===== src/rtl/alu_ctrl_pkg.sv =====
// Shared encodings for the sequenced ALU control decoder: aluOp, funct and
// control-code constants, FSM states, and a small sizing helper.
package alu_ctrl_pkg;

    localparam logic [1:0] ALUOP_ADD   = 2'b00;
    localparam logic [1:0] ALUOP_SUB   = 2'b01;
    localparam logic [1:0] ALUOP_RTYPE = 2'b10;
    localparam logic [1:0] ALUOP_ILL   = 2'b11;

    localparam logic [5:0] FN_AND  = 6'b100100;
    localparam logic [5:0] FN_OR   = 6'b100101;
    localparam logic [5:0] FN_ADD  = 6'b100000;
    localparam logic [5:0] FN_SUB  = 6'b100010;
    localparam logic [5:0] FN_SLT  = 6'b101010;
    localparam logic [5:0] FN_NOR  = 6'b100111;
    localparam logic [5:0] FN_MULT = 6'b011000;
    localparam logic [5:0] FN_DIV  = 6'b011010;

    localparam logic [3:0] ALU_AND     = 4'b0000;
    localparam logic [3:0] ALU_OR      = 4'b0001;
    localparam logic [3:0] ALU_ADD     = 4'b0010;
    localparam logic [3:0] ALU_SUB     = 4'b0110;
    localparam logic [3:0] ALU_SLT     = 4'b0111;
    localparam logic [3:0] ALU_NOR     = 4'b1100;
    localparam logic [3:0] ALU_MUL     = 4'b1000;
    localparam logic [3:0] ALU_DIV     = 4'b1001;
    localparam logic [3:0] ALU_ILLEGAL = 4'b1111;

    typedef enum logic {
        IDLE  = 1'b0,
        MULTI = 1'b1
    } state_t;

    function automatic int max2(input int a, input int b);
        return (a > b) ? a : b;
    endfunction

endpackage


===== src/rtl/alu_control_seq_if.sv =====
// Request/response bundle between the ID-stage control and the ALU control
// sequencer; master = issuing stage, slave = sequencer.
interface alu_control_seq_if;
    logic       i_valid;
    logic       o_ready;
    logic [1:0] i_aluOp;
    logic [5:0] i_func;
    logic       i_flush;
    logic       o_valid;
    logic [3:0] o_aluControl;
    logic       o_busy;
    logic       o_done;
    logic       o_illegal;

    modport master (
        output i_valid, i_aluOp, i_func, i_flush,
        input  o_ready, o_valid, o_aluControl, o_busy, o_done, o_illegal
    );

    modport slave (
        input  i_valid, i_aluOp, i_func, i_flush,
        output o_ready, o_valid, o_aluControl, o_busy, o_done, o_illegal
    );
endinterface


===== src/rtl/alu_ctrl_decode.sv =====
// Combinational MIPS ALU control decode: aluOp + funct -> 4-bit code, with
// multi-cycle (mult/div) and illegal-encoding classification.
module alu_ctrl_decode
    import alu_ctrl_pkg::*;
(
    input  logic [1:0] i_aluOp,
    input  logic [5:0] i_func,
    output logic [3:0] o_code,
    output logic       o_is_multi,
    output logic       o_is_mul,
    output logic       o_is_illegal
);

    always_comb begin
        o_code       = ALU_ILLEGAL;
        o_is_multi   = 1'b0;
        o_is_mul     = 1'b0;
        o_is_illegal = 1'b0;
        case (i_aluOp)
            ALUOP_ADD: o_code = ALU_ADD;
            ALUOP_SUB: o_code = ALU_SUB;
            ALUOP_RTYPE: begin
                case (i_func)
                    FN_AND:  o_code = ALU_AND;
                    FN_OR:   o_code = ALU_OR;
                    FN_ADD:  o_code = ALU_ADD;
                    FN_SUB:  o_code = ALU_SUB;
                    FN_SLT:  o_code = ALU_SLT;
                    FN_NOR:  o_code = ALU_NOR;
                    FN_MULT: begin
                        o_code     = ALU_MUL;
                        o_is_multi = 1'b1;
                        o_is_mul   = 1'b1;
                    end
                    FN_DIV: begin
                        o_code     = ALU_DIV;
                        o_is_multi = 1'b1;
                    end
                    default: o_is_illegal = 1'b1;
                endcase
            end
            default: o_is_illegal = 1'b1;
        endcase
    end

endmodule


===== src/rtl/alu_control_seq.sv =====
// Registered ALU control sequencer: one-cycle decode plus a latency counter for mult/div.
// Define ALU_CTRL_ILLEGAL_TRAP_EN to trap illegal encodings on o_illegal instead of forwarding code 1111.
module alu_control_seq
    import alu_ctrl_pkg::*;
#(
    parameter int MUL_CYCLES = 4,
    parameter int DIV_CYCLES = 16
) (
    input  logic              i_clk,
    input  logic              i_rst,
    alu_control_seq_if.slave  bus
);

    localparam int CNT_W = $clog2(max2(MUL_CYCLES, DIV_CYCLES));
    localparam logic [CNT_W-1:0] MUL_LOAD = CNT_W'(MUL_CYCLES - 1);
    localparam logic [CNT_W-1:0] DIV_LOAD = CNT_W'(DIV_CYCLES - 1);

    state_t           r_state;
    logic [CNT_W-1:0] r_cnt;
    logic [3:0]       r_code;
    logic             r_valid;
    logic             r_done;
    logic             r_illegal;

    logic [3:0]       w_code;
    logic             w_is_multi;
    logic             w_is_mul;
    logic             w_is_illegal;
    logic             w_ready;
    logic             w_accept;
    logic             w_trap;

    alu_ctrl_decode u_decode (
        .i_aluOp      (bus.i_aluOp),
        .i_func       (bus.i_func),
        .o_code       (w_code),
        .o_is_multi   (w_is_multi),
        .o_is_mul     (w_is_mul),
        .o_is_illegal (w_is_illegal)
    );

`ifdef ALU_CTRL_ILLEGAL_TRAP_EN
    assign w_trap = w_is_illegal;
`else
    assign w_trap = 1'b0;
`endif

    assign w_ready  = (r_state == IDLE) & ~bus.i_flush;
    assign w_accept = bus.i_valid & w_ready;

    always_ff @(posedge i_clk or posedge i_rst) begin
        if (i_rst) begin
            r_state   <= IDLE;
            r_cnt     <= '0;
            r_code    <= ALU_ADD;
            r_valid   <= 1'b0;
            r_done    <= 1'b0;
            r_illegal <= 1'b0;
        end else begin
            r_valid   <= 1'b0;
            r_done    <= 1'b0;
            r_illegal <= 1'b0;
            case (r_state)
                IDLE: begin
                    if (w_accept) begin
                        if (w_trap) begin
                            r_illegal <= 1'b1;
                        end else begin
                            r_code  <= w_code;
                            r_valid <= 1'b1;
                            if (w_is_multi) begin
                                r_cnt   <= w_is_mul ? MUL_LOAD : DIV_LOAD;
                                r_state <= MULTI;
                            end
                        end
                    end
                end
                MULTI: begin
                    // done is registered one cycle early so it lands in the cycle the counter reads 0
                    if (bus.i_flush || (r_cnt == '0)) begin
                        r_state <= IDLE;
                    end else begin
                        r_cnt <= r_cnt - 1'b1;
                        if (r_cnt == CNT_W'(1))
                            r_done <= 1'b1;
                    end
                end
                default: r_state <= IDLE;
            endcase
        end
    end

    assign bus.o_ready      = w_ready;
    assign bus.o_valid      = r_valid;
    assign bus.o_aluControl = r_code;
    assign bus.o_busy       = (r_state == MULTI);
    assign bus.o_done       = r_done;
    assign bus.o_illegal    = r_illegal;

endmodule


===== src/flat_wrapper.sv =====
// flat-port wrapper written by rule: the top's interface ports become plain ports
module alu_control_seq_flat import alu_ctrl_pkg::*;
#(
    parameter int MUL_CYCLES = 4,
    parameter int DIV_CYCLES = 16
)
  (i_clk, i_rst, bus_i_valid, bus_i_aluOp, bus_i_func, bus_i_flush, bus_o_ready, bus_o_valid, bus_o_aluControl, bus_o_busy, bus_o_done, bus_o_illegal);
  alu_control_seq_if bus_i ();
  input  logic i_clk;
  input  logic i_rst;
  input wire logic [$bits(bus_i.i_valid)-1:0] bus_i_valid;
  input wire logic [$bits(bus_i.i_aluOp)-1:0] bus_i_aluOp;
  input wire logic [$bits(bus_i.i_func)-1:0] bus_i_func;
  input wire logic [$bits(bus_i.i_flush)-1:0] bus_i_flush;
  output wire logic [$bits(bus_i.o_ready)-1:0] bus_o_ready;
  output wire logic [$bits(bus_i.o_valid)-1:0] bus_o_valid;
  output wire logic [$bits(bus_i.o_aluControl)-1:0] bus_o_aluControl;
  output wire logic [$bits(bus_i.o_busy)-1:0] bus_o_busy;
  output wire logic [$bits(bus_i.o_done)-1:0] bus_o_done;
  output wire logic [$bits(bus_i.o_illegal)-1:0] bus_o_illegal;
  assign bus_i.i_valid = bus_i_valid;
  assign bus_i.i_aluOp = bus_i_aluOp;
  assign bus_i.i_func = bus_i_func;
  assign bus_i.i_flush = bus_i_flush;
  assign bus_o_ready = bus_i.o_ready;
  assign bus_o_valid = bus_i.o_valid;
  assign bus_o_aluControl = bus_i.o_aluControl;
  assign bus_o_busy = bus_i.o_busy;
  assign bus_o_done = bus_i.o_done;
  assign bus_o_illegal = bus_i.o_illegal;
  alu_control_seq #(.MUL_CYCLES(MUL_CYCLES), .DIV_CYCLES(DIV_CYCLES)) u_core (.i_clk(i_clk), .i_rst(i_rst), .bus(bus_i));
endmodule

===== config.mk =====
export PLATFORM = sky130hd
export DESIGN_NAME = alu_control_seq_flat
export DESIGN_NICKNAME = d
export VERILOG_FILES = /design/src/rtl/alu_ctrl_pkg.sv /design/src/rtl/alu_control_seq_if.sv /design/src/rtl/alu_ctrl_decode.sv /design/src/rtl/alu_control_seq.sv /design/src/flat_wrapper.sv
export SDC_FILE = /design/constraint.sdc
export NUM_CORES = 1
export LEC_CHECK = 0
export ABC_CLOCK_PERIOD_IN_PS = 3260
export BUFFER_PORTS_ARGS = -buffer_cell sky130_fd_sc_hd__buf_2
export CAP_MARGIN = 30
export CORE_MARGIN = 5
export CORE_UTILIZATION = 35
export CTS_CLUSTER_SIZE = 14
export DETAILED_ROUTE_END_ITERATION = 12
export PLACE_DENSITY = 0.66
export SLEW_MARGIN = 0
export SYNTH_ARGS = -nofsm -noshare
export SYNTH_HDL_FRONTEND = slang
export SYNTH_SLANG_ARGS = --single-unit

===== constraint.sdc =====
create_clock -name i_clk -period 3.26 [get_ports i_clk]
set_input_delay 0.489 -clock i_clk [delete_from_list [all_inputs] [get_ports i_clk]]
set_output_delay 0.489 -clock i_clk [all_outputs]
set_load 0.02 [all_outputs]

* Word level (Yosys, flattened, before mapping) *
Cells that the tools add are included.

operators by class
  $add $sub $neg = 1
  eq/ne operators = 14
  mux-type cells = 20
  bitwise operators = 4
  reduce and logical (&&, ||, !) cells = 6

operator list
  kind                                                                      number
  6-bit equality test (second input constant)                               6
  4-bit case mux with 8 select lines                                        1
  4-bit 2-to-1 mux                                                          4
  6-bit by 5-bit equality test with 1-bit output (second input constant)    2
  1-bit 2-to-1 mux                                                          12
  4-bit case mux with 3 select lines                                        1
  4-bit case mux with 2 select lines                                        1
  4-bit by 1-bit equality test with 1-bit output (second input constant)    1
  4-bit logical NOT                                                         1
  2-bit inequality test (second input constant)                             2
  4-bit by 1-bit subtractor with 4-bit output (second input constant)       1
  3-bit AND reduction                                                       1
  1-bit bitwise AND                                                         2
  2-bit by 1-bit equality test with 1-bit output (second input constant)    1
  2-bit equality test (second input constant)                               1
  2-bit logical NOT                                                         1
  2-bit by 1-bit inequality test with 1-bit output (second input constant)  1
  1-bit NOT                                                                 2
  1-bit case mux with 2 select lines                                        1
  2-bit AND reduction                                                       1
  2-bit OR reduction                                                        1
  1-bit logical OR                                                          1

word-level totals
  register bits after elaboration = 11
  output and inout port bits = 9
  bits of input ports = 12
  logic and storage cells = 50

* Logic depth before layout (Yosys ltp) *
Gate-level depths: netlist of run 1.

  word-level depth = 7
  gate-level depth with buffers = 6

* Cells and area by module *
From an unflattened synthesis of run 1, not the netlist that was laid out.

second synthesis, totals
  cells, all modules = 80
  area total of the unflattened synthesis = 762.0 um^2

by module, submodules not included
  module           times used  area an instance (um^2)  cells an instance  sequential area each (um^2)
  alu_control_seq  1           559.3                    51                 276.5
  alu_ctrl_decode  1           202.7                    29                 0.0

* Least setup slack after synthesis of run 1 *
Ideal clock, no wire load.

  path kind = register -> register
  start = reg u_core.r_state (netlist: u_core.bus.o_busy)
  end = reg u_core.r_cnt[3]
  clock period less this slack = 1.513 ns
  buffers on the path = 1
  data arrival time = 1.391 ns
  setup time = 0.122 ns
  data required time = 3.138 ns
  cell stages (with the launch flop) = 6
  setup slack = 1.747 ns
  cell sequence = dfrtp_1 -> buf_6 -> nor3b_4 -> and3_4 -> o21ai_0 -> a32o_1

on the way
  longest elaborated chain between the ends = 5

ends and longest elaborated chain
  element                                                     line                   source
  from (decl)                                                 alu_control_seq.sv:18  state_t r_state;
  from (signal assigned)                                      alu_control_seq.sv:53  r_state <= IDLE;
  from (signal assigned)                                      alu_control_seq.sv:73  r_state <= MULTI;
  from (signal assigned)                                      alu_control_seq.sv:81  r_state <= IDLE;
  1-bit NOT (no line)                                         n/a
  1-bit bitwise AND                                           alu_control_seq.sv:48  assign w_ready = (r_state == IDLE) & ~bus.i_flush;
  1-bit bitwise AND                                           alu_control_seq.sv:49  assign w_accept = bus.i_valid & w_ready;
  2-bit by 1-bit inequality test with 1-bit output (no line)  n/a
  3-bit AND reduction (no line)                               n/a
  to (signal assigned)                                        alu_control_seq.sv:72  r_cnt <= w_is_mul ? MUL_LOAD : DIV_LOAD;
  to (signal assigned)                                        alu_control_seq.sv:83  r_cnt <= r_cnt - 1'b1;
  to (decl)                                                   alu_control_seq.sv:19  logic [CNT_W-1:0] r_cnt;

Parallel ways exist; a longest one is shown, timed or not.
A chain may end at the register's enable or synchronous reset.

* Worst setup path in the final report of run 1 *
  start = reg u_core.r_state (netlist: u_core.bus.o_busy)
  end = out bus_o_ready

on the way
  longest elaborated chain between the ends = 2

ends and longest elaborated chain
  element              line                   source
  1-bit NOT (no line)  n/a
  1-bit bitwise AND    alu_control_seq.sv:48
  to (decl)            flat_wrapper.sv:15     output wire logic [$bits(bus_i.o_ready)-1:0] bus_o_ready;

No other way between the ends.

==> metrics.yaml, run 1 <==
yosys.cell_types.count: 34
final_cell_mix: "19 x buf_2, 10 x dfrtp_1, 8 x nor2_1"
skew_ps: 1.447
critPathLaunchType: "register"
ys_top_cells_by_area: "dfrtp_1 35%, nor2_1 4.2%, dfstp_2 3.7%"
fin_crit_sh_pct: 47.45
start_util_pct: 36.40
ctsHoldBuffers: 0
num_rows: 16
power_density_mw_per_mm2: 373.0
rsz0062_at_grt: "no"
path_max_fanout: 9
cts_htree_levels: 1
power_leakage_nw: 0.3746
slowest_delay_ps: 490
ys_seq_area_share_pct: 39.12
async_reset_ff_share_pct: 100.0
critPathArrivalTime_ps: 1060
ant_nets: 0
clkSlewWorstSetupHoldPaths_ps: 70
syn_nets: 86
grt_pass1_wl_um: 2270
grt_pass1_vias: 554
antenna-diode-count: 0
netlist_instances: 72
cts_root_buffer: "clkbuf_4"
slew_viol_final: 0
cp_num_buf_inv: 1
via_count: 624
multi_input_area_sq_um: 396.6
fin_crit_ps: 1547
routed_wl_um: 1430
cap_violations: 0
ir_drop_mv: 0.1328
routedWlPerCell_um: 11.92
die_w_um: 54.94
die_h_um: 54.94
fin_hold_ws_ps: 192.2
grt_max_degree: 12
seqCellArea_sq_um: 276.5
drc: 0
nNetsFinal: 108
ys_ff_latch: 11
finalHoldViolCount: 0
path_class: "register to primary output"
cp_top_family: "flip-flops"
finalSetupViolCount: 0
viasPerCell: 5.200
synth_top_area_share_pct: 35.40
synth_top_area_cell: "dfrtp_1"
final_common_cell: "buf_2"
insertion_delay_ps: 270
cts_setup_buffers: 0
globalplace.congestion: 0.8013
clock_sinks: 11
yosys_warnings: 0
synth_enable_flop_cells: 0
num-fill-cells: 206
hpwl_um: 1162
design.core.area_sq_mm: 0.001942
dpl-instance-area_sq_um: 817.0
drtIter0Drc: 21
die_area_sq_mm: 0.003018
max_freq_mhz: 646.5
track_usage_pct: 10.70
drive_above_1_share_pct: 31.18
cts_tree: "done"
cts_made_buffers: 3
ys.flop_type: "dfrtp_1"
cp_slowest_cell: "dfrtp_1"
io_buffers: 19
min_path_type: "input port to asynchronous set/reset pin"
synth_area_sq_um: 706.9
status: "finished, final reports clean"
path_cells: "nor2_1, buf_2"
cts-resized-gates: 0
syn_avg_cell_area_sq_um: 9.818
p_total_mw: 0.3145
final_area_sq_um: 843.3
clockBufferDepth: 2
tns_ps: 0
antenna_found_initial: 0
grt-ovfl-total: 0
num_io_pins: 21
worstPathRequired_ps: 2770
first_pass_iters: 4
worst_setup_path_end_kind: "primary output"
area_growth_pct: 19.29
==> per-layer routing <==
metal,vias up,track usage (%),wire (um)
li1,314,-,-
met5,-,0,0
met1,285,13.36,695
met3,4,1.877,97
met4,0,8.502,42
met2,21,16.14,595
==> metrics by stage <==
stage / std cells / setup slack (ps) / utilization (%)
final: 120 / 1713 / 43.43
after global routing: 120 / 1609 / 43.43
after CTS: 120 / 1707 / 43.43
after detailed placement: 116 / 1620 / 42.07
after global placement: 116 / 1651 / 42.07
after floorplan: 72 / 1747 / -
==> flip-flops by register name, summed over array words and instances (netlist names) <==
signal / count
u_core.bus.o_busy: 1
u_core.r_cnt: 4
u_core.bus.o_valid: 1
u_core.bus.o_done: 1
u_core.bus.o_aluControl: 4
==> cell families after synthesis <==
group	synth area share, %
AOI/OAI and AO/OA	22.12
adders and majority gates	3.539
buffers and inverters	4.778
DFF	39.12
other	0.5305
and+or+nand+nor	29.91
==> synth_stat cells (2+ instances only) <==
| cell type | number |
|---|---|
| a21oi_1 | 3 |
| a31oi_1 | 2 |
| a32o_1 | 2 |
| a41oi_1 | 3 |
| dfrtp_1 | 10 |
| ha_1 | 2 |
| inv_1 | 4 |
| nand2b_1 | 2 |
| nand3_1 | 5 |
| nand3b_1 | 2 |
| nor2_1 | 8 |
| nor2b_1 | 2 |
| o21ai_0 | 4 |
| o31ai_1 | 2 |
| or2b_1 | 2 |
==> power breakdown <==
group / internal [mW] / switching [mW]
Combinational: 0.0267 / 0.0398
Clock: 0.0474 / 0.0449
Sequential: 0.147 / 0.00865
==> worst paths after layout <==
kind | slack (ps) | from | cells after the start | endpoint
setup reg to reg | 1720 | u_core.bus.o_busy | 4 | u_core.r_cnt[3]
min in group i_clk | 430 | bus_i_aluOp[1] | 2 | u_core.bus.o_aluControl[1]
setup / recovery | 1710 | u_core.bus.o_busy | 2 | bus_o_ready
max in group asynchronous | 2750 | i_rst | 2 | u_core.bus.o_aluControl[1]
hold reg to reg | 510 | u_core.bus.o_aluControl[1] | 2 | u_core.bus.o_aluControl[1]
hold / removal | 190 | i_rst | 2 | u_core.r_cnt[2]
==> worst register-to-register path: cells and delay by family (launching register included) <==
kind	cells	cell delay [ps]
compound gates	2	290
flops	1	490
simple gates	2	650
==> final cells by class <==
class / instances / share of cell area (%)
multi-input combinational: 55 / 47.03
sequential: 11 / 32.79
timing repair buffer: 19 / 11.28
tap: 27 / 4.006
clock buffer: 4 / 3.116
inverter: 4 / 1.780
Power figures use the tool's default switching activity.
==> run 2, diff against run 1 <==
- ABC_CLOCK_PERIOD_IN_PS: 3260 -> 1400
- PLACE_DENSITY: 0.66 -> 0.68
- clock period: 3.26 -> 1.4 ns (I/O delays scaled with it)
==> metrics.yaml, run 2 (synthesized netlist as in run 1, its figures left out) <==
swShare_pct: 30.38
routedWlPerCell_um: 12.12
grt-ovfl-total: 0
cts_tree: "done"
power_frac_comb_pct: 25.9
drc: 0
viasPerCell: 5.015
cts_root_buffer: "clkbuf_4"
critPathLaunchType: "register"
met2WireLength_um: 731
grt_max_degree: 12
seqCellArea_sq_um: 277.8
start_util_pct: 36.40
cts_htree_levels: 1
die_h_um: 54.94
slew_viol_final: 0
num_rows: 16
final_common_cell: "buf_2"
num-fill-cells: 197
antenna_found_initial: 0
max_freq_mhz: 745.8
p_int_mw: 0.5376
drive_above_1_share_pct: 42.31
io_buffers: 19
fin_crit_ps: 1341
fin_crit_sh_pct: 95.78
num_io_pins: 21
finalHoldViolCount: 0
die_w_um: 54.94
globalplace.congestion: 0.7932
design.core.area_sq_mm: 0.001942
rsz0062_at_grt: "yes"
maxUsedRoutingLayer: "met4"
nNetsFinal: 119
clock_sinks: 11
clockBufferDepth: 2
clkSlewWorstSetupHoldPaths_ps: 70
insertion_delay_ps: 270
grt_pass1_wl_um: 2656
ant_nets: 0
antenna-diode-count: 0
track_usage_pct: 12.58
min_path_type: "input port to register"
ir_drop_mv: 0.2999
skew_ps: 3.131
power_leakage_nw: 0.4371
multi_input_area_sq_um: 416.7
wl_met3_um: 92
status: "finished, final reports clean"
fin_hold_ws_ps: 144.8
drtIter0Drc: 12
cts_made_buffers: 3
power_frac_seq_pct: 46.1
area_growth_pct: 36.28
p_switching_mw: 0.2346
grt_pass1_vias: 624
worstPathRequired_ps: 1550
first_pass_iters: 4
utilization_pct: 49.61
clkPwrFrac_pct: 28.0
worst_setup_path_end_kind: "register"
final_cell_mix: "19 x buf_2, 9 x buf_4, 9 x dfrtp_1"
cap_violations: 0
path_class: "register to register"
tns_ps: 0
wl_met1_um: 727
via_count: 657
dpl-instance-area_sq_um: 890.9
power_density_mw_per_mm2: 801.5
critPathArrivalTime_ps: 1490
finalSetupViolCount: 0
die_area_sq_mm: 0.003018
final_area_sq_um: 963.4
path_max_fanout: 6
hpwl_um: 1299
routed_wl_um: 1588
run 2: cell types whose count changed in the layout (fill, tap and decap cells not counted), sizes merged:
cell / change
clkinv: +1
clkbuf: -1
dlygate4sd3: +1
buf: +10
run 2: area by class of cell:
class / instances / share of cell area [%]
clock buffers: 3 / 2.338
clock inverters: 1 / 0.5195
inverters: 4 / 1.558
multi-input cells: 55 / 43.25
flip-flops and latches: 11 / 28.83
well taps: 27 / 3.506
repair buffers: 30 / 20.00
run 2: path summary, 6_finish.rpt:
path	start	end	slack (ps)	depth (start not counted)
worst max-delay path	u_core.bus.o_busy	u_core.bus.o_aluControl[0]	60	5
max in group asynchronous	i_rst	u_core.bus.o_aluControl[1]	620	3
worst max register to register	u_core.bus.o_busy	u_core.bus.o_aluControl[0]	60	5
worst min-delay path	bus_i_aluOp[1]	u_core.bus.o_aluControl[1]	140	2
min in group asynchronous	i_rst	u_core.bus.o_aluControl[3]	460	3
worst min register to register	u_core.bus.o_aluControl[1]	u_core.bus.o_aluControl[1]	510	2
run 2: power groups by stage:
stage,Sequential [mW],Clock (mW),Combinational [mW]
CTS,0.356,0.222,0.187
detailed placement,0.362,0,0.185
global route,0.360,0.231,0.222
floorplan,0.383,0,0.0815
global placement,0.360,0,0.182
finish,0.356,0.217,0.200
run 2: per-layer routing:
metal  track usage (%)  vias to the layer above
li1                  -                      334
met1             15.77                      297
met2             19.88                       22
met3             1.877                        4
met4             8.502                        0
met5                 0                        -
run 2: stage by stage:
stage	setup WS (ps)	cells	power [mW]
after floorplan	-61.24	72	0.4649
after global placement	64.49	124	0.5422
after detailed placement	29.78	124	0.5469
after CTS	19.53	129	0.7657
after global routing	-6.754	131	0.8132
final	59.07	131	0.7721
run 2: worst max-delay path, cell delays in order (launching register included):
cell	delay [ps]
dfrtp_2	450
nor3b_4	250
buf_12	140
or2b_1	230
o21ai_1	80
a31oi_1	60
run 2: what timing repair did:
item | CTS | global route
gates resized for setup | 0 | 5
endpoints found under the hold margin | 10 | 0
hold buffers | 1 | 0
endpoints found under the setup margin | 0 | 7
setup buffers | 0 | 2
